$ cat src/rtl/fpmul_result_arbiter.sv
// ---------------------------------------------------------------------------
// fpmul_result_arbiter
//
// Purpose
//   Collects the products of the two FP32 multiplier cores (VHDL core and
//   Verilog core). Each product is captured on its core's done pulse and then
//   presented alone on res/res_rdy for HOLD_CYCLES cycles, so a polling
//   consumer sees both results one after the other.
//
//   res_rdy is one-hot: 2'b01 = VHDL result, 2'b10 = Verilog result,
//   2'b00 = nothing valid (res keeps the last value shown).
//
// Parameters
//   SIZE         result width (IEEE-754 single = 32)
//   HOLD_CYCLES  cycles each result is presented (>= 1)
//
// Ports
//   clk        in   1     rising-edge clock
//   rst        in   1     asynchronous, active-high reset
//   in_rdy     in   2     per-core enable: bit0 VHDL core, bit1 Verilog core
//   vhdl_res   in   SIZE  VHDL core product
//   vhdl_done  in   1     1-cycle pulse, vhdl_res valid
//   vl_res     in   SIZE  Verilog core product
//   vl_done    in   1     1-cycle pulse, vl_res valid
//   res        out  SIZE  presented product
//   res_rdy    out  2     one-hot source of res, 00 = idle
//   overrun    out  1     1-cycle pulse: a done hit a source whose previous
//                         result was still pending or being shown
//   mismatch   out  1     (only with FPMUL_ARB_COMPARE_EN) both sources
//                         captured in this session and their bits differ
//
// Configuration
//   FPMUL_ARB_COMPARE_EN  when defined, adds the mismatch output and the
//                         bit-exact comparison of the two captured products.
// ---------------------------------------------------------------------------
`timescale 1ns/1ps

module fpmul_result_arbiter #(
  parameter int SIZE        = 32,
  parameter int HOLD_CYCLES = 4
) (
  input  logic            clk,
  input  logic            rst,
  input  logic [1:0]      in_rdy,
  input  logic [SIZE-1:0] vhdl_res,
  input  logic            vhdl_done,
  input  logic [SIZE-1:0] vl_res,
  input  logic            vl_done,
  output logic [SIZE-1:0] res,
  output logic [1:0]      res_rdy,
  output logic            overrun
`ifdef FPMUL_ARB_COMPARE_EN
  ,
  output logic            mismatch
`endif
);

  // Dwell counter must be able to hold the value HOLD_CYCLES itself.
  localparam int CW = $clog2(HOLD_CYCLES + 1);
  localparam logic [CW-1:0] HOLD_VAL = CW'(HOLD_CYCLES);

  localparam logic [1:0] RDY_NONE = 2'b00;
  localparam logic [1:0] RDY_VHDL = 2'b01;
  localparam logic [1:0] RDY_VL   = 2'b10;

  typedef enum logic [1:0] {
    ST_IDLE      = 2'd0,
    ST_SHOW_VHDL = 2'd1,
    ST_SHOW_VL   = 2'd2
  } state_t;

  // -------------------------------------------------------------------------
  // State and registered outputs
  // -------------------------------------------------------------------------
  state_t          r_state;
  logic [CW-1:0]   r_cnt;
  logic [SIZE-1:0] r_buf_v;
  logic [SIZE-1:0] r_buf_l;
  logic            r_pend_v;
  logic            r_pend_l;
  logic [SIZE-1:0] r_res;
  logic [1:0]      r_res_rdy;
  logic            r_overrun;

  // -------------------------------------------------------------------------
  // Per-edge decode
  // -------------------------------------------------------------------------
  logic            w_abort;     // both cores disabled: drop everything
  logic            w_cap_v;     // VHDL product accepted on this edge
  logic            w_cap_l;     // Verilog product accepted on this edge
  logic [SIZE-1:0] w_buf_v_nx;  // VHDL buffer as it will be after this edge
  logic [SIZE-1:0] w_buf_l_nx;  // Verilog buffer as it will be after this edge
  logic            w_pv;        // VHDL result waiting after this edge
  logic            w_pl;        // Verilog result waiting after this edge
  logic            w_ovr;       // a capture landed on an unconsumed result
  logic [CW-1:0]   w_cnt_inc;
  logic            w_dwell_end;

  // NOTE: every signal assigned in an always_comb gets a default at the top of
  // the block, so no path can leave it unassigned and infer a latch.
  always_comb begin
    w_abort     = (in_rdy == 2'b00);
    // A done whose enable bit is low is ignored; this also suppresses capture
    // on an abort edge since both enable bits are then low.
    w_cap_v     = vhdl_done & in_rdy[0];
    w_cap_l     = vl_done   & in_rdy[1];
    w_buf_v_nx  = w_cap_v ? vhdl_res : r_buf_v;
    w_buf_l_nx  = w_cap_l ? vl_res   : r_buf_l;
    // Dropping one enable bit discards that source's pending result.
    w_pv        = w_cap_v | (r_pend_v & in_rdy[0]);
    w_pl        = w_cap_l | (r_pend_l & in_rdy[1]);
    w_ovr       = (w_cap_v & (r_pend_v | (r_state == ST_SHOW_VHDL))) |
                  (w_cap_l & (r_pend_l | (r_state == ST_SHOW_VL)));
    w_cnt_inc   = r_cnt + CW'(1);
    w_dwell_end = (w_cnt_inc == HOLD_VAL);
  end

  // -------------------------------------------------------------------------
  // Capture buffers, pending flags and presentation FSM
  // -------------------------------------------------------------------------
  // NOTE: sequential state is written with non-blocking assignments only, so
  // every register samples the pre-edge values of its neighbours.
  // NOTE: the product buffers are plain registers and are reset with the rest
  // of the state; they are never read as stale data after reset because the
  // pending flags are cleared alongside them.
  always_ff @(posedge clk or posedge rst) begin
    if (rst) begin
      r_state   <= ST_IDLE;
      r_cnt     <= '0;
      r_buf_v   <= '0;
      r_buf_l   <= '0;
      r_pend_v  <= 1'b0;
      r_pend_l  <= 1'b0;
      r_res     <= '0;
      r_res_rdy <= RDY_NONE;
      r_overrun <= 1'b0;
    end else begin
      r_overrun <= w_ovr;
      if (w_cap_v) r_buf_v <= vhdl_res;
      if (w_cap_l) r_buf_l <= vl_res;

      // Default: pending flags follow capture/enable; a state entry below
      // overrides the flag of the source it starts showing.
      r_pend_v <= w_pv;
      r_pend_l <= w_pl;

      if (w_abort) begin
        r_state   <= ST_IDLE;
        r_cnt     <= '0;
        r_res_rdy <= RDY_NONE;
        r_pend_v  <= 1'b0;
        r_pend_l  <= 1'b0;
      end else begin
        unique case (r_state)
          // Bypass: a done sampled on this edge is presented right after it.
          // VHDL wins when both are available.
          ST_IDLE: begin
            if (w_pv) begin
              r_state   <= ST_SHOW_VHDL;
              r_cnt     <= '0;
              r_res     <= w_buf_v_nx;
              r_res_rdy <= RDY_VHDL;
              r_pend_v  <= 1'b0;
            end else if (w_pl) begin
              r_state   <= ST_SHOW_VL;
              r_cnt     <= '0;
              r_res     <= w_buf_l_nx;
              r_res_rdy <= RDY_VL;
              r_pend_l  <= 1'b0;
            end
          end

          // A dwell ends when the count reaches HOLD_CYCLES or when the
          // source's enable bit is dropped. The other source is then shown
          // without an idle gap if it has something waiting.
          ST_SHOW_VHDL: begin
            if (w_dwell_end || !in_rdy[0]) begin
              if (w_pl) begin
                r_state   <= ST_SHOW_VL;
                r_cnt     <= '0;
                r_res     <= w_buf_l_nx;
                r_res_rdy <= RDY_VL;
                r_pend_l  <= 1'b0;
              end else begin
                r_state   <= ST_IDLE;
                r_cnt     <= '0;
                r_res_rdy <= RDY_NONE;
              end
            end else begin
              r_cnt <= w_cnt_inc;
            end
          end

          ST_SHOW_VL: begin
            if (w_dwell_end || !in_rdy[1]) begin
              if (w_pv) begin
                r_state   <= ST_SHOW_VHDL;
                r_cnt     <= '0;
                r_res     <= w_buf_v_nx;
                r_res_rdy <= RDY_VHDL;
                r_pend_v  <= 1'b0;
              end else begin
                r_state   <= ST_IDLE;
                r_cnt     <= '0;
                r_res_rdy <= RDY_NONE;
              end
            end else begin
              r_cnt <= w_cnt_inc;
            end
          end

          default: begin
            r_state   <= ST_IDLE;
            r_cnt     <= '0;
            r_res_rdy <= RDY_NONE;
          end
        endcase
      end
    end
  end

  assign res     = r_res;
  assign res_rdy = r_res_rdy;
  assign overrun = r_overrun;

`ifdef FPMUL_ARB_COMPARE_EN
  // -------------------------------------------------------------------------
  // Optional cross-check of the two products
  // -------------------------------------------------------------------------
  // A "session" starts after an idle cycle with nothing pending. Once both
  // sources have been captured within the session, mismatch reports whether
  // their bit patterns differ; it is re-evaluated on every capture and
  // cleared by an abort.
  logic r_got_v;
  logic r_got_l;
  logic r_mismatch;
  logic w_got_v_nx;
  logic w_got_l_nx;

  always_comb begin
    w_got_v_nx = r_got_v | w_cap_v;
    w_got_l_nx = r_got_l | w_cap_l;
  end

  always_ff @(posedge clk or posedge rst) begin
    if (rst) begin
      r_got_v    <= 1'b0;
      r_got_l    <= 1'b0;
      r_mismatch <= 1'b0;
    end else if (w_abort) begin
      r_got_v    <= 1'b0;
      r_got_l    <= 1'b0;
      r_mismatch <= 1'b0;
    end else if (w_cap_v || w_cap_l) begin
      r_got_v    <= w_got_v_nx;
      r_got_l    <= w_got_l_nx;
      r_mismatch <= w_got_v_nx & w_got_l_nx & (w_buf_v_nx != w_buf_l_nx);
    end else if (r_state == ST_IDLE && !r_pend_v && !r_pend_l) begin
      r_got_v <= 1'b0;
      r_got_l <= 1'b0;
    end
  end

  assign mismatch = r_mismatch;
`endif

endmodule

$ cat config.mk
export PLATFORM = sky130hd
export DESIGN_NAME = fpmul_result_arbiter
export DESIGN_NICKNAME = d
export VERILOG_FILES = /design/src/rtl/fpmul_result_arbiter.sv
export SDC_FILE = /design/constraint.sdc
export NUM_CORES = 1
export LEC_CHECK = 0
export ABC_AREA = 1
export CAP_MARGIN = 10
export CELL_PAD_IN_SITES_DETAIL_PLACEMENT = 0
export CELL_PAD_IN_SITES_GLOBAL_PLACEMENT = 1
export CORE_MARGIN = 4
export CORE_UTILIZATION = 33
export DETAILED_ROUTE_END_ITERATION = 7
export GPL_TIMING_DRIVEN = 0
export HOLD_SLACK_MARGIN = 0.15
export PLACE_DENSITY = 0.79
export SYNTH_ARGS = -nofsm -noshare
export SYNTH_HDL_FRONTEND = slang
export SYNTH_SLANG_ARGS = --single-unit
$ cat constraint.sdc
create_clock -name clk -period 3.7 [get_ports clk]
set_clock_uncertainty 0.2 [all_clocks]
set_input_delay 0.74 -clock clk [delete_from_list [all_inputs] [get_ports clk]]
set_output_delay 0.74 -clock clk [all_outputs]
set_load 0.03 [all_outputs]
==> results of run 1 <==
==> flip-flops by register name, indices dropped and copies added, names as in the netlist <==
register / count
r_buf_l: 32
r_buf_v: 32
res: 32
r_cnt: 3
res_rdy: 2
overrun: 1
r_pend_l: 1
r_pend_v: 1
==> worst max-delay path by stage <==
stage / to / from
floorplan: overrun / rst
global placement: res[14] / rst
detailed placement: res[8] / in_rdy[0]
CTS: res[9] / in_rdy[1]
global route: res[8] / in_rdy[0]
finish: res[8] / in_rdy[0]
==> per-layer routing <==
| layer | part of all wire [%] | vias to the layer above |
|---|---|---|
| met5 | 0 | - |
| met4 | 1.3 | 0 |
| met3 | 5.1 | 13 |
| met2 | 45 | 101 |
| met1 | 48 | 1984 |
| li1 | - | 2220 |
==> cells by family (layout without fill, tap and decap cells) <==
| group | Yosys count | after routing | share of synthesized area, % |
|---|---|---|---|
| adder cells (fa/ha/maj) | 6 | 6 | 1.533 |
| AO/OA/AOI/OAI | 29 | 29 | 3.040 |
| buffers and inverters | 45 | 166 | 4.547 |
| flip-flops | 104 | 104 | 53.14 |
| AND/OR/NAND/NOR | 453 | 453 | 37.74 |
==> Yosys cell counts <==
| cell | number |
|---|---|
| nand2_2 | 10 |
| buf_6 | 3 |
| inv_2 | 6 |
| o21ai_0 | 4 |
| ha_1 | 6 |
| nand3b_1 | 14 |
| nand2_1 | 310 |
| buf_2 | 19 |
| nand2_4 | 1 |
| nand3_1 | 38 |
| clkbuf_1 | 4 |
| dfrtp_1 | 104 |
| or2_2 | 1 |
| nor2_2 | 1 |
| inv_1 | 9 |
| o21ai_1 | 19 |
| buf_1 | 2 |
| o22ai_1 | 3 |
| nor2_1 | 76 |
| nand4_1 | 1 |
| a21oi_1 | 3 |
| buf_4 | 2 |
| nor2_4 | 1 |
==> stage by stage <==
step / util (%) / setup WS, ns / hold slack [ns] / area, um2
final: 44.86 / 1.234 / 0.2749 / 6520
after global routing: 44.86 / 1.096 / 0.2966 / 6520
after CTS: 44.86 / 1.243 / 0.2787 / 6520
after detailed placement: 42.65 / 0.8609 / 0.2606 / 6198
after global placement: 42.44 / -1.534 / 0.2541 / 6168
after floorplan: - / 0.02781 / 0.2379 / 4897
==> placed cells by master (no fill, tap or decap), drive strengths merged <==
cell           count
nand3             38
clkdlybuf4s50    104
nand3b            14
a21oi              3
or2                1
dfrtp            104
nor2              78
clkinvlp           2
ha                 6
o21ai             23
bufinv             2
inv               16
clkinv             1
nand4              1
nand2            321
o22ai              3
buf               27
clkbuf            14
==> power by group through the flow <==
stage,Combinational (W),Clock [W],Sequential (W)
global route,0.00260,0.00111,0.00160
floorplan,0.00124,0,0.00187
detailed placement,0.00234,0,0.00159
global placement,0.00231,0,0.00158
CTS,0.00235,0.00105,0.00157
finish,0.00232,0.00103,0.00157
==> worst max-delay path: cells and delay by family <==
kind	cells	cell delay (ns)
and+or+nand+nor	6	0.88
AOI/OAI and AO/OA	1	0.21
buffers and inverters	2	0.71
==> cell type report <==
class / count / area [um2] / area share (%)
buffer: 30 / 166.4 / 2.552
clock buffer: 10 / 229.0 / 3.512
tap: 184 / 230.2 / 3.531
inverter: 15 / 58.81 / 0.9019
sequential: 104 / 2603 / 39.92
multi-input combinational: 488 / 2072 / 31.78
timing repair buffer: 105 / 1069 / 16.39
clock inverter: 6 / 92.59 / 1.420
==> results.toml, run 1 <==
[cells_and_area]
fillerInstances = 1466
antenna_cells = 0
nNetsFinal = 829
layout.cells.non_filler = 942
drive_gt1_share_pct = 8.047
area.growth.synth_to_final_pct = 33.14

[global_routing]
grt_overflow_total = 0
met2_usage_pct = 26.05
grt_max_degree = 54
grt_pass1_wl_um = 21760
grt_pass1_vias = 4316
grtUsageTotal_pct = 16.40
grtUsageMet1_pct = 22.94
busiest_layer = "met2"
gr-usage-met3_pct = 3.111
antenna_found_initial = 0

[critical_path]
reg2reg_to = "res[17]"
start_kind = "input pin"
cp_common_cell = "nand2_2"
rrSetupSlack_ns = 1.46
required_ns = 3.79
crit_path_cell_trace = "clkdlybuf4s50_1 -> nand2_2 -> nand2_2 -> nand2_2 -> nand2_2 -> buf_4 -> o21ai_0 -> nand2_1 -> nand2_1"
slowest_delay_ns = 0.49
crit_type = "input pin to flip-flop"
arrival_ns = 2.56
slowest_stage = "clkdlybuf4s50_1"
r2r_start = "res_rdy[0]"
path_max_fanout = 10
cp-end-kind = "flip-flop"
ff2ff_path_depth = 9

[pwr]
power.switching_w = 0.002039
power_frac_comb_pct = 47.2
clockPowerShare_pct = 20.9
leakagePower_nw = 3.240
p_int_w = 0.002879
p_sw_share_pct = 41.46
power_density_nw_per_um2 = 754.4
power_w = 0.004919
seqPwrFrac_pct = 31.9
ir_drop_mv = 0.3373

[timing]
rsz0062_at_grt = "false"
period_minus_slack_ns = 2.466
fin_setup_tns_ns = 0
hold_violations = 0
period_share_pct = 66.64
max_freq_mhz = 405.5
finalSetupViolations = 0
drv_slew = 0
worst_pin_slew_ns = 0.6727
slew-limit-headroom_pct = 55.15

[placement]
gp_congestion = 0.7871
place_inst = 926
dpl.hpwl_um = 9729
port_buffers = 104

[floorplanning]
row_count = 44
start_util_pct = 33.69
die_h_um = 129.8
die_w_um = 129.8
coreArea_um2 = 14530
io_pins = 105
dieArea_um2 = 16850

[synth]
syn_avg_cell_area_um2 = 7.688
synth_top_area_share_pct = 53.14
ys_types = 23
synth_fp_nets = 713
ys_seq_area_share_pct = 53.14
yosysWarnings = 0
synthTopCellsByArea = "dfrtp_1 (53%), nand2_1 (24%), nor2_1 (5.8%)"
netlist_instances = 637
synth_area_leader_cell = "dfrtp_1"
synth.cell_area_um2 = 4897
ys_ff_latch = 104

[clocking]
cts_sinks = 104
clockBufferDepth = 2
clk_pin_slew_worst_paths_ns = 0.07
h-tree-depth = 3
cts_hold_buf = 0
postCtsSetupBuffers = 0
insertion_delay_ns = 0.35
cts_resized = 0
cts_tree = "done"
cts_buffers = 9
clockRootBuffer = "clkbuf_16"

[route]
drt-initial-drc-count = 257
viasPerCell = 4.584
drc = 0
avgRoutedWirePerCell_um = 14.00
wl_um = 13190
ant_nets = 0
dr.pass1.iters = 4
vias = 4318

[min_path]
hp-start = "res[21]"
holdPathEnd = "res[21]"
hold_depth = 2
hold_class = "flip-flop to flip-flop"

[run]
cap_violations = 0

[run_status]
status = "finished clean"
No activity file was read; power rests on OpenSTA's default activity.
==> inputs of run 2 (changes only) <==
Settings changed: CORE_UTILIZATION 33 to 37, PLACE_DENSITY 0.79 to 0.83.
Clock period 3.7 ns to 2.5 ns, I/O delays scaled along.
==> run 2 against run 1 <==
Effect of this change: register-to-register slack lost 1.2 ns; critical endpoint is now res[4]; sequential share of layout area is 0.054 points higher; routed wire length is 0.47% lower; clock-buffer cell count rose by 1; critical path depth is the same.
==> results.toml, run 2 (synthesis gave the netlist of run 1 again) <==
[run_status]
status = "finished clean"

[route]
drt-initial-drc-count = 259
ant_nets = 0
wl_um = 13120
avgRoutedWirePerCell_um = 14.10
vias = 4370
viasPerCell = 4.694
dr.pass1.iters = 7
drc = 0

[timing]
fin_setup_tns_ns = 0
whs_ns = 0.2761
period_minus_slack_ns = 2.237
period_share_pct = 89.47
hold_violations = 0
drv_slew = 0
max_freq_mhz = 447.1
rsz0062_at_grt = "false"
slew-limit-headroom_pct = 50.72
finalSetupViolations = 0
setup_slack_ns = 0.2632
worst_pin_slew_ns = 0.7376

[global_routing]
grt_pass1_wl_um = 21230
grt_overflow_total = 0
antenna_found_initial = 0
grt_pass1_vias = 4293
grtUsageTotal_pct = 18.00
grt_max_degree = 43

[clocking]
postCtsSetupBuffers = 0
cts_sinks = 104
clockBufferDepth = 2
cts_tree = "done"
clockRootBuffer = "clkbuf_16"
insertion_delay_ns = 0.35
h-tree-depth = 3
clk_pin_slew_worst_paths_ns = 0.07
cts_resized = 0
cts_buffers = 9
cts_hold_buf = 0

[run]
cap_violations = 0

[cells_and_area]
antenna_cells = 0
layout_commonest_cell = "nand2_1"
layout_common_cells = "nand2_1 (310), clkdlybuf4s50_1 (104), dfrtp_1 (104), nor2_1 (76), nand3_1 (38)"
nNetsFinal = 830
area.growth.synth_to_final_pct = 32.96
design_area_um2 = 6511
drive_gt1_share_pct = 8.037

[floorplanning]
dieArea_um2 = 15140
start_util_pct = 38.34
row_count = 41
die_h_um = 123.0
io_pins = 105
die_w_um = 123.0
coreArea_um2 = 12770

[critical_path]
crit_path_cell_trace = "inv_1 -> ha_1 -> nand2_1 -> nand2_1 -> nand2_2 -> buf_1 -> nand3_1 -> nor2_1 -> nor2_1"
crit_type = "flip-flop to flip-flop"
rrSetupSlack_ns = 0.26
cp-end-kind = "flip-flop"
path_max_fanout = 10
start_kind = "flip-flop"
arrival_ns = 2.27
slowest_stage = "dfrtp_1"
critPathBufInv = 2
slowest_delay_ns = 0.44
cp_top_family = "simple AND/OR/NAND/NOR gates"
required_ns = 2.54

[placement]
port_buffers = 104
place_ws_ns = -0.06256
dpl.hpwl_um = 9759
postPlaceCellArea_um2 = 6197
gp_congestion = 0.8229

[pwr]
power_w = 0.007264
power_density_nw_per_um2 = 1116
power.switching_w = 0.003004
leakagePower_nw = 3.243
power_frac_comb_pct = 47.4
ir_drop_mv = 0.5128
p_sw_share_pct = 41.35
seqPwrFrac_pct = 31.9
p_int_w = 0.004260
clockPowerShare_pct = 20.7

[min_path]
hold_class = "flip-flop to flip-flop"
==> run 2: changes by cell type in the layout (fill, tap and decap cells not counted), sizes merged <==
cell,delta
inv,-2
buf,+1
clkbuf,+1
clkinv,+1
==> run 2: stage by stage <==
stage | instances | util (%)
finish | 931 | 50.97
global route | 931 | 50.97
CTS | 931 | 50.97
detailed placement | 915 | 48.52
global placement | 913 | 48.20
floorplan | 637 | -
==> run 2: worst reg2reg max path, stage by stage, from the launching register on <==
cell and delay, ns:
dfrtp_1 0.44, inv_1 0.10, ha_1 0.29, nand2_1 0.10, nand2_1 0.10, nand2_2 0.18
buf_1 0.43, nand3_1 0.14, nor2_1 0.11, nor2_1 0.05
==> run 2: routing by layer <==
metal  track usage [%]  up-vias  routed length [um]
li1                  -     2218                   -
met1             24.91     2031                6135
met2             28.90      108                6138
met3             3.614       13                 700
met4             5.052        0                 149
met5                 0        -                   0
==> run 2: final timing paths <==
kind	start	end	cells after the start
max in group asynchronous	rst	r_buf_l[27]	3
min in group asynchronous	rst	r_buf_v[16]	2
worst min register to register	r_buf_l[21]	r_buf_l[21]	2
worst max register to register	res_rdy[0]	res[4]	9
worst min-delay path	r_buf_l[21]	r_buf_l[21]	2
worst max-delay path	res_rdy[0]	res[4]	9
==> run 2: power by group through the flow <==
stage | clock, W | sequential [W] | combinational, W
2_1_floorplan | 0 | 0.00277 | 0.00184
3_3_place_gp | 0 | 0.00233 | 0.00339
3_5_place_dp | 0 | 0.00235 | 0.00346
4_1_cts | 0.00153 | 0.00232 | 0.00347
5_1_grt | 0.00161 | 0.00237 | 0.00382
6_report | 0.00150 | 0.00232 | 0.00344
==> run 2: cell type report <==
type / count / area, um2
Multi-Input combinational cell: 488 / 2072
Inverter: 15 / 60.06
Clock inverter: 5 / 81.33
Fill cell: 1247 / 6262
Sequential cell: 104 / 2603
Tap cell: 172 / 215.2
Timing Repair Buffer: 106 / 1081
Clock buffer: 11 / 232.7
Buffer: 30 / 166.4
